`config.mk`:
```
export PLATFORM = sky130hd
export DESIGN_NAME = transpose_stream_flat
export DESIGN_NICKNAME = d
export VERILOG_FILES = /design/src/rtl/transpose_stream_if.sv /design/src/rtl/transpose_stream.sv /design/src/flat_wrapper.sv
export SDC_FILE = /design/constraint.sdc
export NUM_CORES = 2
export LEC_CHECK = 0
export ABC_AREA = 1
export BUFFER_PORTS_ARGS = -buffer_cell sky130_fd_sc_hd__buf_2
export CAP_MARGIN = 20
export CORE_ASPECT_RATIO = 1.4
export CORE_MARGIN = 4
export CORE_UTILIZATION = 40
export DETAILED_ROUTE_END_ITERATION = 10
export SLEW_MARGIN = 25
export SYNTH_ARGS = -nofsm -noshare
export SYNTH_HDL_FRONTEND = slang
export SYNTH_SLANG_ARGS = --single-unit
```
`constraint.sdc`:
```
create_clock -name clk -period 4.9 [get_ports clk]
set_input_delay 0.98 -clock clk [delete_from_list [all_inputs] [get_ports clk]]
set_output_delay 0.98 -clock clk [all_outputs]
set_load 0.05 [all_outputs]
```
`src/rtl/transpose_stream_if.sv`:
```
// Handshake bundle for transpose_stream: row-major input stream, transposed output stream.
interface transpose_stream_if #(
    parameter int N_BITS = 32
);
    logic                     in_valid;
    logic                     in_ready;
    logic signed [N_BITS-1:0] in_data;
    logic                     out_valid;
    logic                     out_ready;
    logic signed [N_BITS-1:0] out_data;
    logic                     out_last;
    logic                     busy;

    modport master (
        output in_valid, in_data, out_ready,
        input  in_ready, out_valid, out_data, out_last, busy
    );

    modport slave (
        input  in_valid, in_data, out_ready,
        output in_ready, out_valid, out_data, out_last, busy
    );
endinterface

```
`src/rtl/transpose_stream.sv`:
```
// Streaming matrix transpose: SIZE_A x SIZE_B in row-major, SIZE_B x SIZE_A out row-major.
// TRANSPOSE_STREAM_DOUBLE_BUF_EN selects ping-pong buffers so fill and drain overlap.
module transpose_stream #(
    parameter int SIZE_A = 8,
    parameter int SIZE_B = 8,
    parameter int N_BITS = 32
) (
    input  logic              clk,
    input  logic              reset,
    transpose_stream_if.slave bus
);

`ifdef TRANSPOSE_STREAM_DOUBLE_BUF_EN
    localparam int NBUF = 2;
`else
    localparam int NBUF = 1;
`endif
    localparam int MAT   = SIZE_A * SIZE_B;
    localparam int DEPTH = NBUF * MAT;
    localparam int AW    = (DEPTH > 1) ? $clog2(DEPTH) : 1;
    localparam int RW    = (SIZE_A > 1) ? $clog2(SIZE_A) : 1;
    localparam int CW    = (SIZE_B > 1) ? $clog2(SIZE_B) : 1;
    localparam logic [RW-1:0] RMAX = RW'(SIZE_A - 1);
    localparam logic [CW-1:0] CMAX = CW'(SIZE_B - 1);

    logic signed [N_BITS-1:0] mem [DEPTH];

    // r/c walk the input matrix; j (input row) / i (input column) walk it transposed
    logic [RW-1:0] r_q, j_q;
    logic [CW-1:0] c_q, i_q;
    logic          wsel, rsel;
    logic          in_rdy, out_vld;
    logic          wr_fire, rd_fire, wr_last, rd_last;

    function automatic logic [AW-1:0] addr(input logic sel, input logic [RW-1:0] row,
                                           input logic [CW-1:0] col);
        return AW'(sel) * AW'(MAT) + AW'(row) * AW'(SIZE_B) + AW'(col);
    endfunction

    assign wr_last = (r_q == RMAX) && (c_q == CMAX);
    assign rd_last = (i_q == CMAX) && (j_q == RMAX);
    assign wr_fire = bus.in_valid && in_rdy;
    assign rd_fire = out_vld && bus.out_ready;

    always_ff @(posedge clk or posedge reset) begin
        if (reset) begin
            r_q <= '0;
            c_q <= '0;
            i_q <= '0;
            j_q <= '0;
        end else begin
            if (wr_fire) begin
                if (c_q == CMAX) begin
                    c_q <= '0;
                    r_q <= (r_q == RMAX) ? '0 : r_q + 1'b1;
                end else begin
                    c_q <= c_q + 1'b1;
                end
            end
            if (rd_fire) begin
                if (j_q == RMAX) begin
                    j_q <= '0;
                    i_q <= (i_q == CMAX) ? '0 : i_q + 1'b1;
                end else begin
                    j_q <= j_q + 1'b1;
                end
            end
        end
    end

    // Element storage carries no reset; only the sequencing state does
    always_ff @(posedge clk) begin
        if (wr_fire) begin
            mem[addr(wsel, r_q, c_q)] <= bus.in_data;
        end
    end

`ifdef TRANSPOSE_STREAM_DOUBLE_BUF_EN
    logic [1:0] full_q;
    logic       wsel_q, rsel_q;

    // Buffers fill and drain strictly in turn, so the write target is never the read target
    always_ff @(posedge clk or posedge reset) begin
        if (reset) begin
            full_q <= 2'b00;
            wsel_q <= 1'b0;
            rsel_q <= 1'b0;
        end else begin
            if (wr_fire && wr_last) begin
                full_q[wsel_q] <= 1'b1;
                wsel_q         <= ~wsel_q;
            end
            if (rd_fire && rd_last) begin
                full_q[rsel_q] <= 1'b0;
                rsel_q         <= ~rsel_q;
            end
        end
    end

    assign wsel     = wsel_q;
    assign rsel     = rsel_q;
    assign in_rdy   = !full_q[wsel_q];
    assign out_vld  = full_q[rsel_q];
    assign bus.busy = (|full_q) || (r_q != '0) || (c_q != '0);
`else
    typedef enum logic {FILL, DRAIN} state_t;
    state_t state_q, state_d;

    always_ff @(posedge clk or posedge reset) begin
        if (reset) begin
            state_q <= FILL;
        end else begin
            state_q <= state_d;
        end
    end

    always_comb begin
        state_d = state_q;
        in_rdy  = 1'b0;
        out_vld = 1'b0;
        case (state_q)
            FILL: begin
                in_rdy = 1'b1;
                if (bus.in_valid && wr_last) begin
                    state_d = DRAIN;
                end
            end
            DRAIN: begin
                out_vld = 1'b1;
                if (bus.out_ready && rd_last) begin
                    state_d = FILL;
                end
            end
            default: state_d = FILL;
        endcase
    end

    assign wsel     = 1'b0;
    assign rsel     = 1'b0;
    assign bus.busy = (state_q == DRAIN) || (r_q != '0) || (c_q != '0);
`endif

    assign bus.in_ready  = in_rdy;
    assign bus.out_valid = out_vld;
    assign bus.out_data  = out_vld ? mem[addr(rsel, j_q, i_q)] : '0;
    assign bus.out_last  = out_vld && rd_last;

endmodule

```
`src/flat_wrapper.sv`:
```
// flat-port wrapper written by rule: the top's interface ports become plain ports
module transpose_stream_flat 
#(
    parameter int SIZE_A = 8,
    parameter int SIZE_B = 8,
    parameter int N_BITS = 32
)
  (clk, reset, bus_in_valid, bus_in_data, bus_out_ready, bus_in_ready, bus_out_valid, bus_out_data, bus_out_last, bus_busy);
  transpose_stream_if #(.N_BITS(N_BITS)) bus_i ();
  input  logic clk;
  input  logic reset;
  input wire logic [$bits(bus_i.in_valid)-1:0] bus_in_valid;
  input wire logic [$bits(bus_i.in_data)-1:0] bus_in_data;
  input wire logic [$bits(bus_i.out_ready)-1:0] bus_out_ready;
  output wire logic [$bits(bus_i.in_ready)-1:0] bus_in_ready;
  output wire logic [$bits(bus_i.out_valid)-1:0] bus_out_valid;
  output wire logic [$bits(bus_i.out_data)-1:0] bus_out_data;
  output wire logic [$bits(bus_i.out_last)-1:0] bus_out_last;
  output wire logic [$bits(bus_i.busy)-1:0] bus_busy;
  assign bus_i.in_valid = bus_in_valid;
  assign bus_i.in_data = bus_in_data;
  assign bus_i.out_ready = bus_out_ready;
  assign bus_in_ready = bus_i.in_ready;
  assign bus_out_valid = bus_i.out_valid;
  assign bus_out_data = bus_i.out_data;
  assign bus_out_last = bus_i.out_last;
  assign bus_busy = bus_i.busy;
  transpose_stream #(.SIZE_A(SIZE_A), .SIZE_B(SIZE_B), .N_BITS(N_BITS)) u_core (.clk(clk), .reset(reset), .bus(bus_i));
endmodule
```
==> flow_results.org <==
** Worst setup path
- At the worst endpoint, the arrival time is 3.85 ns.
- In this run the critical register-to-register path is captured at u_core.mem[54][20].
- FF-to-FF path depth :: 7
- The worst setup path is launched from a register.
- Setup slack on the worst reg-to-reg path comes out at 1.49 ns.
- In this run the worst path has a maximum fanout of 66.
- The worst register-to-register path begins at u_core.state_q.
- STA puts the critical path data required time at 3.92 ns.
- Worst setup path startpoint :: u_core.i_q[1]
- Endpoint kind of the worst setup timing path :: primary output
- By startpoint and endpoint, the worst setup path is classified as register to primary output.

** Run status
- The run finished with clean final reports.

** STA
- The smallest clock period supported by the final layout is computed as 4.83 ns.
- The count of endpoints failing hold in the final timing report came to 0.
- Share of the cycle needed by the critical path after routing :: a little over nine tenths
- The number of pins exceeding their max-slew limit in the final report was 0.
- After routing, the total negative slack on setup checks comes to 0 ns.
- Setup repair after global routing could not meet its margin everywhere.
- For this run, the top clock speed supported by timing is 207 MHz.
- Clock Skew :: 0.0362 ns
- Actual slew at the worst max-slew pin :: roughly 1.0 ns
- The worst pin sits at a relative slew slack of 33.0%.
- Final setup violation count :: 0

** Synthesis
- Share of the synthesized area in compound gates (AO/OA/AOI/OAI) :: 0.590%
- After synthesis the cells add up to 0.0829 sq mm.
- Synthesized area per cell :: 12.1 sq um
- By area the synthesized netlist is led by edfxtp_1, nand3_1, nand2_1, buf_2, nor2_1.
- Gate Count Post-Synth :: 6862
- Of the synthesized area, sequential elements account for 74.6%.
- After Yosys synthesis, XOR and XNOR cells account for 0% of the synthesized area.
- Most instantiated library cell after synthesis :: nand2_1
- Adder-Cell Fraction of Synth Area :: less than 1%
- Yosys printed 0 warnings.
- Number of synthesized flops with an enable pin :: 2048
- Dominant cell type by area after synthesis :: edfxtp_1
- When the netlist entered floorplanning its net count stood at 6908.
- Proportion of synthesized area in mux cells :: 0%
- Ranked by instance count, the synthesized netlist is headed by nand2_1, edfxtp_1, nand3_1.
- Share of the synthesized area in the top cell type :: around three quarters
- The most used flip-flop cell after synthesis is edfxtp_1.
- By area, the combinational part of the netlist is dominated by simple AND/OR/NAND/NOR gates.
- Counting flops with an async set or reset pin after synthesis yields a share of 0.631%.
- Count of distinct cell types in the synthesized netlist :: 23
- FF+latch count, synth :: 2061
- Of the total synthesized cell area, the portion taken by AND, OR, NAND and NOR gates is 21.9%.

** Routing
- Ratio of routed vias to standard cells :: 5.66
- The detailed router finished its first iteration with 6740 violations.
- Dividing the detail-routed wire length by the instance count gives 26.0 um.
- Wires add up to 253000 um.
- Vias :: 55310
- DRT Pass-1 Iters :: 6
- Number of nets with antenna violations after detailed routing :: 0
- Final routed DRC violation total :: 0

** Clocking
- For this design, the CTS-stage hold fixing added 0 buffers.
- TritonCTS sink count :: roughly 2000
- In this run the number of H-tree levels came out at 4.
- Number of buffers created by CTS :: approximately 190
- Insertion delay of the later-clocked pin in the worst-skew pair :: 0.84 ns
- Clock-pin slew on the worst setup and hold paths :: 0.07 ns
- Cell chosen for the clock root :: clkbuf_16
- Counting along the longest clock path gives a buffer depth of 3.
- TritonCTS built the clock tree.

** Final layout
- Post-Layout Inst Area :: 0.0942 sq mm
- Registers take 0.0618 sq mm.
- After the last flow step, the layout net total stands at approximately 7000.
- Summing all multi-input logic gate instances after layout gives between 0.015 and 0.02 sq mm.
- Fillers :: approximately 18000
- Area grow syn2layout :: 13.7%
- Layout cell share with drive strength beyond 1 :: 9.34%

** Global routing
- Entering global routing, the biggest net connects 160 pins.
- Global routing used 23.1% of the available tracks across all layers.
- First-pass GRT wire length :: 365000 um
- The number of global-route vias before repair came to 52905.
- The number of antenna violations at the first check in global routing is 9.
- For this run the aggregate overflow at the end of global routing stands at 0.

** Floorplanning
- Total die area :: 0.215 sq mm
- Pin placement for this block handled 72 I/O pins.
- Width of the chip :: 393 um
- Once the floorplan was initialized, standard cells occupied 40.3% of the core.
- Floorplan die height :: roughly 550 um
- FP Rows :: 197
- Floorplan core area :: 0.206 sq mm

** Pwr
- Worst voltage drop across the vdd grid :: 0.000602 V
- Total power of the final layout :: between 50 and 60 mW
- In this run the power density over the cells is 579 mW/mm^2.
- For this design the static power due to leakage is 32.8 nW.

** Place
- Routability-driven placement finished with a final weighted congestion of 0.837.
- Buffers placed on the I/O ports in this run total 71.
- Detail Placement HPWL :: 135000 um
- Cell Area, Placed :: just under 0.09 sq mm

** Run
- The tool flagged a number of max-cap violations equal to 0.

** Min path
- The tightest min-delay check is of the primary input to async pin type.
-- worst max-delay path, stage by stage (launching register included) --
cell,delay (ns)
dfrtp_4,0.72
inv_16,0.23
buf_12,0.31
nand3_1,0.14
nand3_1,0.08
nand3_1,0.23
nand2_1,0.11
nand2_1,0.08
nand3_1,0.23
a21oi_1,0.54
buf_12,0.21
-- worst max-delay path by stage --
stage	slack, ns	depth (start not counted)	to
2_1_floorplan	-0.12	4	u_core.mem[48][0]
3_3_place_gp	0.49	12	bus_out_data[16]
3_5_place_dp	0.46	12	bus_out_data[16]
4_1_cts	0.007	13	bus_out_data[5]
5_1_grt	-0.01	11	bus_out_data[11]
6_report	0.07	10	bus_out_data[12]
-- state kept, by name (all words and copies together), names as in the netlist --
register	count
u_core.state_q	1
u_core.mem	2048
u_core.r_q	3
u_core.j_q	3
u_core.i_q	3
u_core.c_q	3
-- final cells by class --
class / instances / share of cell area (%)
multi-input combinational: 4327 / 20.5
tap: 2686 / 3.57
inverter: 19 / 0.125
sequential: 2061 / 65.6
antenna: 5 / 0.0133
clock inverter: 97 / 0.866
timing repair buffer: 323 / 3.92
timing repair inverter: 3 / 0.0279
clock buffer: 244 / 5.35
-- where the power goes --
| part | switching, mW | internal, mW |
|---|---|---|
| clock | 6.37 | 7.92 |
| sequential | 0.298 | 20.0 |
| combinational | 14.3 | 5.69 |
| total | 21.0 | 33.6 |
-- kinds of logic after synthesis --
group	after synthesis
simple gates	4225
flops	2061
buf+inv	474
compound gates	92
fa+ha+maj	10
-- what timing repair did --
action / 4_1_cts / 5_1_grt
gates resized for setup: 13 / 19
setup buffers: 4 / 0
gates cloned: 5 / 1
setup endpoints to repair: 26 / 16
-- layer usage --
layer	part of all wire (%)	GRT usage, %	vias to the layer above
met5	0.0051	0	-
met4	4.8	10.6	2
met3	8.0	3.52	572
met2	49	38.2	2640
met1	39	30.0	27589
li1	-	-	24507
-- stage by stage --
stage	hold slack, ns	setup slack [ns]	utilization, %	instances
after global routing	0.242	-0.00980	45.8	9762
after CTS	0.187	0.00712	45.7	9758
final	0.226	0.0684	45.8	9765
after detailed placement	0.762	0.463	42.8	9408
after floorplan	0.562	-0.122	-	6862
after global placement	0.718	0.494	42.8	9408
-- layout by cell type (no fill, tap or decap), drive strengths merged --
master / n
buf: 320
edfxtp: 2048
inv: 22
ha: 10
a31oi: 3
nor2: 156
bufinv: 13
dfrtp: 13
a32o: 1
nor4: 8
clkinvlp: 5
o22ai: 16
nand3: 1792
nand4: 10
o21ai: 44
clkinv: 79
a21oi: 28
diode: 5
clkbuf: 245
nand2: 2259
bufbuf: 2
Power figures use the tool's default switching activity.
